`src/rtl/spi_mem_ctrl_pkg.sv`:
```
// Shared types and constants for the SPI memory request sequencer.
package spi_mem_ctrl_pkg;

  // Sequencer states; the buffer-hit path skips straight from StIdle to StResp.
  typedef enum logic [2:0] {
    StIdle,
    StIssue,
    StWaitLow,
    StWaitHigh,
    StResp
  } state_e;

  // Which CPU-side port owns the transaction in flight.
  typedef enum logic {
    GntIf,
    GntD
  } grant_e;

  localparam int unsigned TimeoutDefault = 1023;

  // Byte returned to the requester when the watchdog aborts a transfer.
  localparam logic [7:0] TimeoutData = 8'hFF;

endpackage

```
`src/rtl/spi_mem_fbuf.sv`:
```
// One-entry fetch buffer: tag/data/valid with a combinational hit compare,
// refill on completed fetches and write-through update on matching data writes.
module spi_mem_fbuf
  import spi_mem_ctrl_pkg::*;
#(
  parameter int unsigned ADDR_W = 16,
  parameter bit          ENABLE = 1'b1
) (
  input  logic              clk,
  input  logic              rst,
  input  logic [ADDR_W-1:0] lookup_addr,
  output logic              hit,
  output logic [7:0]        hit_data,
  input  logic              fill,
  input  logic              wr,
  input  logic [ADDR_W-1:0] upd_addr,
  input  logic [7:0]        upd_data
);

  logic              valid;
  logic [ADDR_W-1:0] tag;
  logic [7:0]        data;

  // Lookup is purely combinational so the sequencer can branch in the request cycle.
  always_comb begin
    hit      = ENABLE && valid && (tag == lookup_addr);
    hit_data = data;
  end

  // Refill on a completed fetch; a data write to the cached address keeps it coherent.
  always_ff @(posedge clk) begin
    if (rst) begin
      valid <= 1'b0;
      tag   <= '0;
      data  <= '0;
    end else if (fill) begin
      valid <= ENABLE;
      tag   <= upd_addr;
      data  <= upd_data;
    end else if (wr && valid && (tag == upd_addr)) begin
      data  <= upd_data;
    end
  end

endmodule

```
`src/rtl/spi_mem_ctrl.sv`:
```
// Memory-request sequencer in front of the SPI RAM engine. Arbitrates fetch and
// data ports (data wins), runs one engine transaction at a time, serves repeat
// fetches from a one-entry buffer and aborts hung transfers with a watchdog.
module spi_mem_ctrl
  import spi_mem_ctrl_pkg::*;
#(
  parameter int unsigned ADDR_W  = 16,
  parameter int unsigned TIMEOUT = TimeoutDefault,
  parameter bit          FBUF_EN = 1'b1
) (
  input  logic              clk,
  input  logic              rst,
  input  logic              if_req,
  input  logic [ADDR_W-1:0] if_addr,
  output logic              if_ack,
  output logic [7:0]        if_rdata,
  input  logic              d_req,
  input  logic              d_we,
  input  logic [ADDR_W-1:0] d_addr,
  input  logic [7:0]        d_wdata,
  output logic              d_ack,
  output logic [7:0]        d_rdata,
  output logic              spi_start,
  output logic              spi_write,
  output logic [ADDR_W-1:0] spi_address,
  output logic [7:0]        spi_wdata,
  input  logic              spi_done,
  input  logic [7:0]        spi_rdata,
  output logic              timeout_err
);

  localparam int unsigned WdW = $clog2(TIMEOUT + 1);
  localparam logic [WdW-1:0] WdLast = WdW'(TIMEOUT - 1);

  state_e         state;
  grant_e         gnt;
  logic [7:0]     resp;
  logic [WdW-1:0] wd_cnt;

  logic       d_go;
  logic       if_go;
  logic       wd_expired;
  logic       fb_hit;
  logic [7:0] fb_data;
  logic       fb_fill;
  logic       fb_wr;

  // Request qualification, watchdog expiry and buffer update strobes.
  always_comb begin
    // A req still high in the cycle its ack is out is the old request, not a new one.
    d_go       = d_req && !d_ack;
    if_go      = if_req && !if_ack;
    wd_expired = (wd_cnt >= WdLast);
    // Completion beats expiry, so these only fire on successful transfers.
    fb_fill    = (state == StWaitHigh) && spi_done && (gnt == GntIf);
    fb_wr      = (state == StWaitHigh) && spi_done && (gnt == GntD) && spi_write;
  end

  spi_mem_fbuf #(
    .ADDR_W (ADDR_W),
    .ENABLE (FBUF_EN)
  ) u_fbuf (
    .clk         (clk),
    .rst         (rst),
    .lookup_addr (if_addr),
    .hit         (fb_hit),
    .hit_data    (fb_data),
    .fill        (fb_fill),
    .wr          (fb_wr),
    .upd_addr    (spi_address),
    .upd_data    (fb_wr ? spi_wdata : spi_rdata)
  );

  // Sequencer FSM with registered engine-side and CPU-side outputs.
  always_ff @(posedge clk) begin
    if (rst) begin
      state       <= StIdle;
      gnt         <= GntIf;
      resp        <= '0;
      wd_cnt      <= '0;
      if_ack      <= 1'b0;
      if_rdata    <= '0;
      d_ack       <= 1'b0;
      d_rdata     <= '0;
      spi_start   <= 1'b0;
      spi_write   <= 1'b0;
      spi_address <= '0;
      spi_wdata   <= '0;
      timeout_err <= 1'b0;
    end else begin
      spi_start <= 1'b0;
      if_ack    <= 1'b0;
      d_ack     <= 1'b0;
      unique case (state)
        StIdle: begin
          wd_cnt <= '0;
          if (d_go) begin
            gnt         <= GntD;
            spi_write   <= d_we;
            spi_address <= d_addr;
            spi_wdata   <= d_wdata;
            spi_start   <= 1'b1;
            state       <= StIssue;
          end else if (if_go) begin
            gnt <= GntIf;
            if (fb_hit) begin
              resp  <= fb_data;
              state <= StResp;
            end else begin
              spi_write   <= 1'b0;
              spi_address <= if_addr;
              spi_wdata   <= '0;
              spi_start   <= 1'b1;
              state       <= StIssue;
            end
          end
        end
        StIssue: begin
          state <= StWaitLow;
        end
        StWaitLow: begin
          if (!spi_done) begin
            wd_cnt <= wd_cnt + WdW'(1);
            state  <= StWaitHigh;
          end else if (wd_expired) begin
            resp        <= TimeoutData;
            timeout_err <= 1'b1;
            state       <= StResp;
          end else begin
            wd_cnt <= wd_cnt + WdW'(1);
          end
        end
        StWaitHigh: begin
          if (spi_done) begin
            resp  <= spi_rdata;
            state <= StResp;
          end else if (wd_expired) begin
            resp        <= TimeoutData;
            timeout_err <= 1'b1;
            state       <= StResp;
          end else begin
            wd_cnt <= wd_cnt + WdW'(1);
          end
        end
        StResp: begin
          if (gnt == GntD) begin
            d_ack <= 1'b1;
            if (!spi_write) begin
              d_rdata <= resp;
            end
          end else begin
            if_ack   <= 1'b1;
            if_rdata <= resp;
          end
          state <= StIdle;
        end
        default: begin
          state <= StIdle;
        end
      endcase
    end
  end

endmodule
```
`config.mk`:
```
export PLATFORM = sky130hd
export DESIGN_NAME = spi_mem_ctrl
export DESIGN_NICKNAME = d
export VERILOG_FILES = /design/src/rtl/spi_mem_ctrl_pkg.sv /design/src/rtl/spi_mem_fbuf.sv /design/src/rtl/spi_mem_ctrl.sv
export SDC_FILE = /design/constraint.sdc
export NUM_CORES = 1
export LEC_CHECK = 0
export ABC_AREA = 1
export CAP_MARGIN = 20
export CORE_MARGIN = 3
export CORE_UTILIZATION = 30
export CTS_CLUSTER_SIZE = 12
export DETAILED_ROUTE_END_ITERATION = 8
export PLACE_DENSITY_LB_ADDON = 0.08
export REMOVE_ABC_BUFFERS = 1
export SKIP_CTS_REPAIR_TIMING = 1
export SLEW_MARGIN = 25
export SYNTH_ARGS = -nofsm -noshare
export SYNTH_HDL_FRONTEND = slang
export SYNTH_SLANG_ARGS = --single-unit
```
`constraint.sdc`:
```
create_clock -name clk -period 3.5 [get_ports clk]
set_clock_uncertainty 0.15 [all_clocks]
set_input_delay 0.7 -clock clk [delete_from_list [all_inputs] [get_ports clk]]
set_output_delay 0.7 -clock clk [all_outputs]
set_load 0.01 [all_outputs]
```
After elaboration in Yosys (flattened, before gate mapping)
Cells that the tools add are included.
- bits in registers: 92
- input port bits: 54
- output and inout bits: 45
- $add $sub $neg: 1
- $lt $le $gt $ge: 1
- equality and inequality tests: 13
- multiplexer cells: 41
- bitwise logic cells: 4
- reduce and logical (&&, ||, !) cells: 25
- operators by type and width (cell ; count):
    $mux 8 ; 12
    $mux 16 ; 3
    $eq 16x16->1 ; 2
    $mux 10 ; 3
    $pmux 10 s3 ; 1
    $pmux 8 s3 ; 1
    $mux 3 ; 6
    $mux 1 ; 13
    $ne 2x2->1 const B ; 6
    $pmux 3 s4 ; 1
    $add 10x1->10 const B ; 1
    $ge 10x10->1 const B ; 1
    $logic_and 1x1->1 ; 9
    $reduce_and 3->1 ; 3
    $eq 3x2->1 const B ; 2
    $reduce_and 2->1 ; 3
    $reduce_bool 2->1 ; 3
    $reduce_and 5->1 ; 1
    $not 1->1 ; 4
    $reduce_or 2->1 ; 2
    $eq 3x1->1 const B ; 1
    $eq 3x3->1 const B ; 1
    $logic_not 3->1 ; 1
    $ne 3x3->1 const B ; 1
    other kinds (3) ; 4

Depth between registers and ports, before layout
- depth after elaboration: 8
- depth in mapped cells: 13
- mapped depth without buffers: 12

By module
From an unflattened synthesis, not the netlist that was laid out.
- cells, all modules: 732
- area, all modules: 4813.4 µm²
- by module, submodules not included (module ; instances ; cells each ; area an instance (µm²) ; seq. area each (µm²)):
    spi_mem_ctrl ; 1 ; 510 ; 3379.5 ; 1341.3
    spi_mem_fbuf ; 1 ; 222 ; 1433.9 ; 500.5

Worst setup path before layout
No wires, ideal clock.
- path type: input port to flip-flop
- from: input port spi_done
- to: register u_fbuf.data[0], in the netlist u_fbuf.hit_data[0]
- setup time: 0.115 ns
- data arrival time: 1.736 ns
- path slack: 1.499 ns
- cell stages on the path: 10
- path buffers: 1
- path through: nand2_1 > inv_1 > nand2_4 > nor2_8 > nand4_4 > nor2_4 > nand3_4 > buf_6 > a21oi_1 > nor2_1
- word-level cells in the longest chain between the ends: 6
- elaborated cells between the ends (all ways): 10
- RTL lines (item ; line ; source):
    start: declaration ; spi_mem_ctrl.sv:27 ; input logic spi_done,
    $logic_and 1x1->1 * ; spi_mem_ctrl.sv:55, spi_mem_ctrl.sv:56 ;
    $logic_and 1x1->1 (2 in a row) ; spi_mem_ctrl.sv:56 ; fb_wr = (state == StWaitHigh) && spi_done && (gnt == GntD) && spi_write;
    $mux 8 / $logic_and 1x1->1 (equally long branches) ; spi_mem_ctrl.sv:71, spi_mem_fbuf.sv:40 ;
    $mux 8 / $logic_and 1x1->1 (equally long branches) ; spi_mem_fbuf.sv:40 ; end else if (wr && valid && (tag == upd_addr)) begin
    $mux 8 / $reduce_bool 2->1 (equally long branches) ; n/a ;
    end signal: assignment ; spi_mem_fbuf.sv:39 ; data <= upd_data;
    end signal: assignment ; spi_mem_fbuf.sv:41 ; data <= upd_data;
    end: declaration ; spi_mem_fbuf.sv:22 ; logic [7:0] data;
Mark *: on every way between the ends. The rest lies on a longest branch, timed or not. The select of a mux whose other input is x is not followed.
A chain may end at the register's enable or synchronous reset.

Final worst setup path
- from: input port if_addr[3]
- to: register spi_address[12]
- word-level cells in the longest chain between the ends: 4
- RTL lines (item ; line ; source):
    start: declaration ; spi_mem_ctrl.sv:14 ; input logic [ADDR_W-1:0] if_addr,
    $eq 16x16->1 ; spi_mem_fbuf.sv:26 ; hit = ENABLE && valid && (tag == lookup_addr);
    $logic_and 1x1->1 ; spi_mem_fbuf.sv:26 ;
    $ne 2x2->1 (no line) ; n/a ;
    $reduce_and 3->1 (no line) ; n/a ;
    end signal: assignment ; spi_mem_ctrl.sv:100 ; spi_address <= d_addr;
    end signal: assignment ; spi_mem_ctrl.sv:111 ; spi_address <= if_addr;
    end: declaration ; spi_mem_ctrl.sv:25 ; output logic [ADDR_W-1:0] spi_address,
Every way passes these cells.

==> metrics.cfg <==
[route]
wl_met1_mm=6.80
totalWireLength_mm=14.1
ant_nets=0
dr.first_iter.drc_count=288
wl_met2_mm=6.60
routedWlPerCell_um=13.8
vias_per_cell=4.61
wl_met3_um=619
dr_total_vias=4721
top_layer=met4
first_pass_iters=4
drc=0

[yosys]
synthDistinctLibCells=35
seq_area_frac_synth_pct=38.8
yosys_register_bits=92
synth_area_um2=4740
synth_top_area_share_pct=38.8
synth.area.top_cells=dfxtp_1 39%, nand2_1 16%, a21oi_1 7.8%
yosys_warnings=0
syn_inst=720
avgSynthCellArea_um2=6.59
yosys.area.top_type=dfxtp_1

[hold_path]
hold_path.class=flip-flop to flip-flop

[clock_tree]
cts-root-buf=clkbuf_16
clock_latency_ns=0.35
clockBufferDepth=2
numCtsBuffers=9
cts-htree-levels=3
path_clk_slew_ns=0.07
cts.sinks=92
cts_tree=built

[timing]
fmax_mhz=393
final_hold_viol_count=0
fin_crit_ns=2.54
whs_ns=0.296
setup_violations=0
min_period_over_period_pct=72.6
drv_slew=0
fin_setup_tns_ns=0
rsz0062_at_grt=false
max_slew_margin_pct=55.9
tightest_slew_ns=0.661

[place]
portBuffers=98
dp_hpwl_mm=10.4
gp_congestion=0.838

[critical_path]
critPathLaunchType=primary input
crit_arrival_ns=2.63
critPathMaxFanout=34
worstSetupEndpointType=flip-flop
cp.required_ns=3.59
crit_type=primary input to flip-flop

[finish]
regArea_um2=1840
mostFrequentLayoutCell=nand2_1
final_nets=864
diodes=0
syn_to_final_growth_pct=31.1
final_cell_mix=203 x nand2_1, 98 x clkdlybuf4s50_1, 92 x dfxtp_1, 86 x nor2_1, 84 x inv_1
multi_input_area_um2=2420
fillers=1668
drive_gt1_share_pct=5.17

[global_route]
grt_usage_pct=16.5
grt_pass1_vias=4684
grt_max_degree=63
overflow=0
antenna_found_initial=0
grt_pass1_wl_mm=23.5

[status]
status=finished, final reports clean

[pwr]
p_total_uw=4110
power.switching_uw=1580
power_switching_share_pct=38.4
vdd_drop_max_uv=437
combPwrFrac_pct=38.2
seqPwrFrac_pct=35.3
leakage_uw=0.00260
p_clk_share_pct=26.5
powerDensity_nw_per_um2=661
p_int_uw=2530

[floorplan]
coreArea_um2=15300
ioPinCount=99
die_y_um=132
die_x_um=132
rows=45
start_util_pct=31.0
die_area_um2=17400

[job]
drv_cap=0

## worst max-delay path, stage by stage
cell and delay, ns:
clkdlybuf4s50_1 0.50, inv_1 0.07, nand2_1 0.06, nand2_1 0.05, nor2_1 0.09, nand2_1 0.08
nor2_1 0.21, nand4_4 0.25, nand3_4 0.39, nand2_1 0.10, nand2_1 0.08, nor2_1 0.04
## synthesized netlist by cell type
cell      number
nand2_2        1
o21a_1         1
nor2_1        86
o21ai_2        1
o211a_1        1
nand3_2        2
o21ai_0       58
dfxtp_1       92
nand4_4        2
buf_1          1
a21oi_1       74
clkbuf_1      15
nor2_8         1
o211ai_1       2
nand2_1      203
buf_2          6
nor2_2         4
nand3_4        2
xor2_1         4
nand4_1       14
o21ai_1        1
inv_1         84
nor2_4         2
nand2_4        1
nor3_1        11
xnor2_1        5
nand3b_1       1
inv_2          3
o22ai_1        8
nand3_1       17
clkinv_1       2
a31oi_1        7
nor3b_2        1
ha_1           2
buf_6          5
## stage by stage
stage	setup WS, ns	utilization [%]	instance area (um2)	instances
after floorplan	1.01	-	4600	693
after global placement	0.611	38.4	5890	1008
after detailed placement	0.571	38.4	5890	1008
after CTS	0.936	40.6	6220	1024
after global routing	0.677	40.6	6220	1024
final	0.958	40.6	6220	1024
## kinds of logic (layout without fill, tap and decap cells)
| family | Yosys count | count (layout) | share of synthesized area [%] |
|---|---|---|---|
| buffers and inverters | 116 | 209 | 10.1 |
| DFF | 92 | 92 | 38.8 |
| and+or+nand+nor | 348 | 348 | 32.0 |
| xor gates and xnor gates | 9 | 9 | 1.66 |
| AOI/OAI and AO/OA | 153 | 153 | 16.9 |
| adders and majority gates | 2 | 2 | 0.528 |
## power groups by stage
stage	clock [uW]	combinational, uW	sequential [uW]
finish	1090	1570	1450
global route	1170	1770	1480
CTS	1130	1590	1450
detailed placement	0	1580	1470
global placement	0	1560	1470
floorplan	0	925	1470
## layer usage
| layer | global-route usage (%) | vias to the layer above |
|---|---|---|
| met5 | 0 | - |
| met4 | 3.27 | 0 |
| met2 | 27.2 | 92 |
| li1 | - | 2478 |
| met3 | 3.87 | 8 |
| met1 | 22.4 | 2143 |
## worst paths after layout
check                                              start                           end  slack [ns]  depth (start not counted)
worst min register to register  if_rdata[1]$_SDFFE_PP0P_      if_rdata[1]$_SDFFE_PP0P_        0.30                          2
worst max-delay path                          if_addr[3]  spi_address[12]$_SDFFE_PP0P_        0.96                         12
worst min-delay path            if_rdata[1]$_SDFFE_PP0P_      if_rdata[1]$_SDFFE_PP0P_        0.30                          2
worst max register to register     state[1]$_SDFFE_PP0P_        wd_cnt[7]$_SDFFE_PP0P_        1.19                         10
## area by class of cell
type	count	area share (%)
timing repair buffer	104	16.5
inverter	89	5.37
clock inverter	6	1.51
multi-input combinational	512	38.9
clock buffer	10	3.84
tap	211	4.25
sequential	92	29.6
## flip-flops by register name (all words and copies together), names as in the netlist
| register | cells |
|---|---|
| if_rdata | 8 |
| timeout_err | 1 |
| spi_start | 1 |
| u_fbuf.valid | 1 |
| d_rdata | 8 |
| gnt | 1 |
| wd_cnt | 10 |
| u_fbuf.tag | 16 |
| state | 3 |
| d_ack | 1 |
| spi_address | 16 |
| resp | 8 |
| u_fbuf.hit_data | 8 |
| spi_wdata | 8 |
| if_ack | 1 |
| spi_write | 1 |
Power figures use the tool's default switching activity.
